===== config.mk =====
export PLATFORM = sky130hd
export DESIGN_NAME = pico_ctrl
export DESIGN_NICKNAME = d
export VERILOG_FILES = /design/src/rtl/pico_pkg.sv /design/src/rtl/pico_decode.sv /design/src/rtl/pico_ctrl.sv
export SDC_FILE = /design/constraint.sdc
export NUM_CORES = 1
export LEC_CHECK = 0
export CELL_PAD_IN_SITES_DETAIL_PLACEMENT = 1
export CELL_PAD_IN_SITES_GLOBAL_PLACEMENT = 1
export CORE_MARGIN = 1
export CORE_UTILIZATION = 26
export CTS_BUF_LIST = sky130_fd_sc_hd__clkbuf_4 sky130_fd_sc_hd__clkbuf_8 sky130_fd_sc_hd__clkbuf_16
export CTS_CLUSTER_DIAMETER = 30
export DETAILED_ROUTE_END_ITERATION = 6
export PLACE_DENSITY_LB_ADDON = 0.25
export SLEW_MARGIN = 30
export SYNTH_ARGS = -nofsm -noshare
export SYNTH_HDL_FRONTEND = slang
export SYNTH_SLANG_ARGS = --single-unit
export TNS_END_PERCENT = 30

===== constraint.sdc =====
create_clock -name i_clock -period 4.8 [get_ports i_clock]
set_clock_uncertainty 0.15 [all_clocks]
set_input_delay 0.96 -clock i_clock [delete_from_list [all_inputs] [get_ports i_clock]]
set_output_delay 0.96 -clock i_clock [all_outputs]
set_load 0.01 [all_outputs]

===== src/rtl/pico_pkg.sv =====
// pico_pkg: opcode/state encodings and ROM-word field positions for the picoMips sequencer.
package pico_pkg;
    typedef enum logic [3:0] {
        OP_NOP  = 4'h0,
        OP_LDI  = 4'h1,
        OP_LDR  = 4'h2,
        OP_LDSW = 4'h3,
        OP_ADDI = 4'h4,
        OP_ADDR = 4'h5,
        OP_MULI = 4'h6,
        OP_STR  = 4'h7,
        OP_JMP  = 4'h8,
        OP_BZ   = 4'h9,
        OP_WBTN = 4'hA,
        OP_HALT = 4'hB
    } opcode_t;
    typedef enum logic [1:0] {
        S_RUN,
        S_WAIT_PRESS,
        S_WAIT_RELEASE,
        S_HALT
    } state_t;
    localparam int OP_HI  = 15;
    localparam int OP_LO  = 12;
    localparam int RD_HI  = 11;
    localparam int RD_LO  = 8;
    localparam int IMM_HI = 7;
    localparam int IMM_LO = 0;
endpackage


===== src/rtl/pico_decode.sv =====
// pico_decode: combinational opcode to ALU/register-file control decode; opcodes 0xC-0xF decode as NOP.
module pico_decode
    import pico_pkg::*;
(
    input  opcode_t i_op,
    output logic    o_we,
    output logic    o_sel_sw,
    output logic    o_sel_imm,
    output logic    o_use_mul,
    output logic    o_use_acc,
    output logic    o_reg_we
);
    assign o_we      = i_op inside {OP_LDI, OP_LDR, OP_LDSW, OP_ADDI, OP_ADDR, OP_MULI};
    assign o_sel_sw  = i_op == OP_LDSW;
    assign o_sel_imm = i_op inside {OP_LDI, OP_ADDI, OP_MULI};
    assign o_use_mul = i_op == OP_MULI;
    assign o_use_acc = i_op inside {OP_ADDI, OP_ADDR, OP_MULI};
    assign o_reg_we  = i_op == OP_STR;
endmodule


===== src/rtl/pico_ctrl.sv =====
// pico_ctrl: picoMips sequencer - PC, branches, WBTN wait handshake, HALT and gated control strobes.
// Define PICO_BTN_SYNC_EN to pass the push button through a 2-flop synchroniser.
module pico_ctrl
    import pico_pkg::*;
#(
    parameter int PC_WIDTH = 5
) (
    input  logic                i_clock,
    input  logic                i_reset,
    input  logic [15:0]         i_instr,
    input  logic [7:0]          i_acc,
    input  logic                i_btn,
    output logic [PC_WIDTH-1:0] o_pc,
    output logic [7:0]          o_imm,
    output logic [3:0]          o_reg_addr,
    output logic [2:0]          o_func,
    output logic                o_we,
    output logic                o_sel_sw,
    output logic                o_sel_imm,
    output logic                o_use_mul,
    output logic                o_use_acc,
    output logic                o_reg_we,
    output logic                o_halted
);
    state_t              r_state;
    logic [PC_WIDTH-1:0] r_pc;
    logic                w_btn;
    logic                w_run;
    logic                w_we, w_sel_sw, w_sel_imm, w_use_mul, w_use_acc, w_reg_we;
    opcode_t             w_op;
    logic [PC_WIDTH-1:0] w_pc_inc;
    logic [PC_WIDTH-1:0] w_target;

    assign w_op     = opcode_t'(i_instr[OP_HI:OP_LO]);
    assign w_pc_inc = r_pc + PC_WIDTH'(1);
    assign w_target = i_instr[IMM_LO +: PC_WIDTH];

`ifdef PICO_BTN_SYNC_EN
    logic [1:0] r_sync;
    always_ff @(posedge i_clock) begin
        if (i_reset) r_sync <= '0;
        else         r_sync <= {r_sync[0], i_btn};
    end
    assign w_btn = r_sync[1];
`else
    assign w_btn = i_btn;
`endif

    pico_decode u_decode (
        .i_op      (w_op),
        .o_we      (w_we),
        .o_sel_sw  (w_sel_sw),
        .o_sel_imm (w_sel_imm),
        .o_use_mul (w_use_mul),
        .o_use_acc (w_use_acc),
        .o_reg_we  (w_reg_we)
    );

    // Reset also masks strobes so a reset cycle never writes ACC or the register file.
    assign w_run      = (r_state == S_RUN) && !i_reset;
    assign o_we       = w_run & w_we;
    assign o_sel_sw   = w_run & w_sel_sw;
    assign o_sel_imm  = w_run & w_sel_imm;
    assign o_use_mul  = w_run & w_use_mul;
    assign o_use_acc  = w_run & w_use_acc;
    assign o_reg_we   = w_run & w_reg_we;
    assign o_imm      = i_instr[IMM_HI:IMM_LO];
    assign o_reg_addr = i_instr[RD_HI:RD_LO];
    assign o_func     = i_instr[OP_LO+2:OP_LO];
    assign o_pc       = r_pc;
    assign o_halted   = r_state == S_HALT;

    always_ff @(posedge i_clock) begin
        if (i_reset) begin
            r_state <= S_RUN;
            r_pc    <= '0;
        end else begin
            case (r_state)
                S_RUN: begin
                    case (w_op)
                        OP_JMP:  r_pc <= w_target;
                        OP_BZ:   r_pc <= (i_acc == 8'h00) ? w_target : w_pc_inc;
                        OP_WBTN: r_state <= S_WAIT_PRESS;
                        OP_HALT: r_state <= S_HALT;
                        default: r_pc <= w_pc_inc;
                    endcase
                end
                S_WAIT_PRESS: if (w_btn) r_state <= S_WAIT_RELEASE;
                S_WAIT_RELEASE: begin
                    if (!w_btn) begin
                        r_state <= S_RUN;
                        r_pc    <= w_pc_inc;
                    end
                end
                default: r_state <= S_HALT;
            endcase
        end
    end
endmodule


Yosys cells after proc, flatten, opt, wreduce, memory -nomap -nowiden:

Cells that the tools add are included.

* equal/unequal tests: 18
* bitwise logic cells: 6
* add/sub/neg operators: 1
* reduce and logical (&&, ||, !) cells: 11
* mux-type cells: 8

Operator list (count)
* $eq 4x3->1 const B: 4
* $eq 4x4->1 const B: 4
* $pmux 5 s3: 1
* $mux 5: 2
* $pmux 5 s2: 1
* $eq 4x2->1 const B: 2
* $logic_not 8->1: 1
* $and 1x1->1: 6
* $ne 2x2->1 const B: 3
* $pmux 2 s3: 1
* $reduce_and 3->1: 2
* $reduce_bool 3->1: 2
* $reduce_bool 6->1: 1
* $add 5x1->5 const B: 1
* $eq 2x2->1 const B: 2
* $eq 4x1->1 const B: 1
* $mux 2: 2
* $pmux 2 s2: 1
* $ne 3x1->1 const B: 1
* $eq 2x1->1 const B: 1
* $logic_not 2->1: 1
* $reduce_bool 2->1: 1
* $reduce_or 2->1: 1
* $logic_and 1x1->1: 1
* $logic_not 1->1: 1

* register bits after elaboration: 7
* word-level logic and storage cells: 46
* bits of input ports: 27
* output and inout bits: 27

Longest topological paths before layout:

* depth in word-level cells: 4
* gate-level depth with buffers: 7
* gate-level depth less buffers: 6

Hierarchy:

Synthesis repeated with hierarchy kept, for this count alone.

* cell total of the unflattened synthesis: 101
* area total of the unflattened synthesis: 794.5 um2

By module, submodules not included
* pico_ctrl: instances 1, sequential area each 140.1 um2, area an instance 723.2 um2, cells an instance 89
* pico_decode: instances 1, sequential area each 0.0 um2, area an instance 71.3 um2, cells an instance 12

Worst setup path before layout:

Ideal clock, no wire load.

* path kind: input to output
* from: input i_reset
* to: output o_use_mul
* buffers on the path: 1
* arrival time: 2.040 ns
* stages on the path: 5
* setup slack: 1.650 ns
* data required time: 3.690 ns
* cells stage by stage: clkbuf_2 -> or3b_2 -> inv_1 -> nand2_1 -> nor3b_1

* longest elaborated chain between the ends: 3

Ends and longest elaborated chain
* from (decl): RTL line pico_ctrl.sv:9 `input logic i_reset,`
* $logic_not 1->1: RTL line pico_ctrl.sv:60 `assign w_run = (r_state == S_RUN) && !i_reset;`
* $logic_and 1x1->1: RTL line pico_ctrl.sv:60
* $and 1x1->1: RTL line pico_ctrl.sv:64 `assign o_use_mul = w_run & w_use_mul;`
* to (decl): RTL line pico_ctrl.sv:20 `output logic o_use_mul,`

Every way passes these cells.

Worst setup path in the final report:

* from: input i_instr[15]
* to: output o_use_mul

* longest elaborated chain between the ends: 2

Ends and longest elaborated chain
* from (decl): RTL line pico_ctrl.sv:10 `input logic [15:0] i_instr,`
* $eq 4x3->1: RTL line pico_decode.sv:16 `assign o_use_mul = i_op == OP_MULI;`
* $and 1x1->1: RTL line pico_ctrl.sv:64

Every way passes these cells.

==> results.toml <==
[timing]
setup_viol = 0
grt_setup_unrepaired = "no"
hold_viol = 0
fmax_mhz = 245
fin_crit_ns = 4.09
worst-slew-pin-transition_ns = 0.472
finalCritPeriodShare_pct = 85.2
max_slew_margin_pct = 68.4
timing.setup.tns_ns = 0
drv_slew = 0

[power_and_ir_drop]
ir_worst_vdd_mv = 0.167
switching_share_pct = 42.3
pwr-share-comb_pct = 60.3
switching_power_w = 0.000172
p_int_w = 0.000235
power.share.sequential_pct = 24.7
p_leak_nw = 0.403
power_density_mw_per_mm2 = 357
pwr-share-clk_pct = 15.0

[critical_path]
crit_arrival_ns = 2.98
reg2reg_depth = 6
worstSetupStartpointType = "input pin"
cp_max_fo = 6
cp-endpoint = "o_use_mul"
cp.required_ns = 3.69
critPathKind = "input pin to primary output"
timing.rr.start = "r_state[0]"
regToRegEndpoint = "o_pc[3]"
cp-end-kind = "primary output"
crit_start = "i_instr[15]"
r2r_slack_ns = 2.73

[placement]
dp_hpwl_um = 1930
placed_area_mm2 = 0.00111
port-buffer-count = 39
gp_congestion = 0.707

[clock_tree]
postCtsHoldBufs = 0
cts_sinks = 7
cts_max_level = 1
clk_latency_ns = 0.25
cts_buffer_depth = 2
cts_root_buffer = "clkbuf_4"
clkTransAtPathRegs_ns = 0.06
cts-resized-gates = 0
cts_buffers = 3
cts_tree = "done"
cts_setup_buffers = 0

[cells_and_area]
mostFrequentLayoutCells = "clkdlybuf4s50_1 (39), nor2_1 (10), dfxtp_1 (7)"
fin_area_mm2 = 0.00114
n_antenna_cell = 0
nNetsFinal = 155
final_common_cell = "clkdlybuf4s50_1"
drive_gt1_share_pct = 12.3
area_delta_synth_final_pct = 39.4

[floorplan]
start_util_pct = 28.4
die_h_um = 58.1
die_w_um = 58.1
core_mm2 = 0.00288
top_level_ports = 54
die_area_mm2 = 0.00337
num_rows = 19

[detailed_routing]
vias = 842
routed_wl_um = 2380
dr.pass1.iters = 6
wl_per_cell_um = 14.5
viasPerCell = 5.13
drtIter0Drc = 15
ant_nets = 0
drc = 2

[synthesis]
synth_cell_types = 39
synthArstFlopShare_pct = 0
synth-simple-area-share_pct = 32.0
ys_seq_area_share_pct = 17.2
ys_warn_count = 0
synth-main-ff-cell = "dfxtp_1"
yosys_register_bits = 7
synth_compound_area_share_pct = 20.7
synth_fa_ha_area_share_pct = 7.66
syn-mean-instance-area_um2 = 8.34
syn_nets = 130
synth_enable_flop_cells = 0
synth_mux_area_share_pct = 1.23
synth_xor_xnor_area_share_pct = 0
synth_top_family_by_area = "simple AND/OR/NAND/NOR gates"
syn_inst = 98
netlist_area_um2 = 817

[flow_run]
drv_cap = 0

[min_path]
min_path_cells = 2
hold_path.class = "flip-flop to flip-flop"

[outcome]
failed_checks = "design-rule violations"
status = "finished with violations"

[grt]
grt_pass1_wl_um = 3920
grt.total_usage_pct = 14.9
grt_max_degree = 12
grt_pass1_vias = 786
antenna_found_initial = 0
grt_overflow = 0
## worst max-delay path: stages
cell and delay (ns):
clkdlybuf4s50_1 0.50, or3b_2 0.55, inv_1 0.07, nand2_1 0.08, nor3b_1 0.24, clkdlybuf4s50_1 0.57
## synthesized netlist by cell type (all sizes together), types with 2 or more instances
| master | instances | area share, % |
|---|---|---|
| nor3 | 4 | 3.1 |
| a31oi | 4 | 3.1 |
| nand3 | 3 | 2.5 |
| inv | 4 | 1.8 |
| o211ai | 4 | 3.7 |
| or4 | 2 | 2.8 |
| buf | 19 | 19 |
| a311oi | 2 | 2.1 |
| nor4b | 3 | 5.1 |
| nor2 | 10 | 4.6 |
| a32oi | 2 | 2.1 |
| a21oi | 2 | 1.2 |
| nand4 | 2 | 1.5 |
| nand2 | 4 | 1.8 |
| o21ai | 2 | 2.6 |
| nand3b | 2 | 1.8 |
| a211oi | 2 | 1.8 |
| ha | 5 | 7.7 |
| dfxtp | 7 | 17 |
## kinds of logic (layout without fill, tap and decap cells)
group | count (synthesis) | count (layout)
buf+inv | 24 | 48
compound gates | 22 | 22
mux | 1 | 1
flops | 7 | 7
fa+ha+maj | 5 | 5
simple gates | 39 | 39
## layer usage
metal	part of all wire [%]	vias up	track usage, %
met5	0	-	0
met4	0.42	0	3.06
met3	5.3	4	5.13
met2	51	21	24.0
met1	43	412	19.4
li1	-	405	-
## power groups by stage
stage               Combinational (W)  Clock (W)  Sequential [W]
global placement             0.000237          0       0.0000999
finish                       0.000245  0.0000612        0.000100
CTS                          0.000248  0.0000651        0.000100
floorplan                    0.000163          0        0.000102
global route                 0.000271  0.0000675        0.000103
detailed placement           0.000247          0        0.000101
## through the flow
step | total power, W | util [%] | std cells | worst slack [ns] | hold slack (ns)
2_1_floorplan | 0.000265 | - | 98 | 1.65 | 0.359
3_3_place_gp | 0.000337 | 38.5 | 160 | 0.782 | 0.366
3_5_place_dp | 0.000348 | 38.5 | 160 | 0.713 | 0.367
4_1_cts | 0.000413 | 39.6 | 164 | 0.710 | 0.375
5_1_grt | 0.000441 | 39.6 | 164 | 0.641 | 0.412
6_report | 0.000407 | 39.6 | 164 | 0.712 | 0.373
## cell type report
class	count	area, um2
multi-input combinational	67	503
inverter	4	15.0
timing repair buffer	40	398
sequential	7	140
fill	345	1740
clock buffer	4	30.0
tap	42	52.6
## flip-flops by register name, summed over array words and instances, names as in the netlist
| signal | cells |
|---|---|
| r_state | 2 |
| o_pc | 5 |
## worst min-delay path by stage
stage	startpoint	end
CTS	o_pc[0]	o_pc[0]
floorplan	r_state[1]	r_state[1]
global placement	o_pc[0]	o_pc[0]
detailed placement	o_pc[0]	o_pc[0]
global route	o_pc[1]	o_pc[1]
finish	o_pc[0]	o_pc[0]
Power figures use the tool's default switching activity.
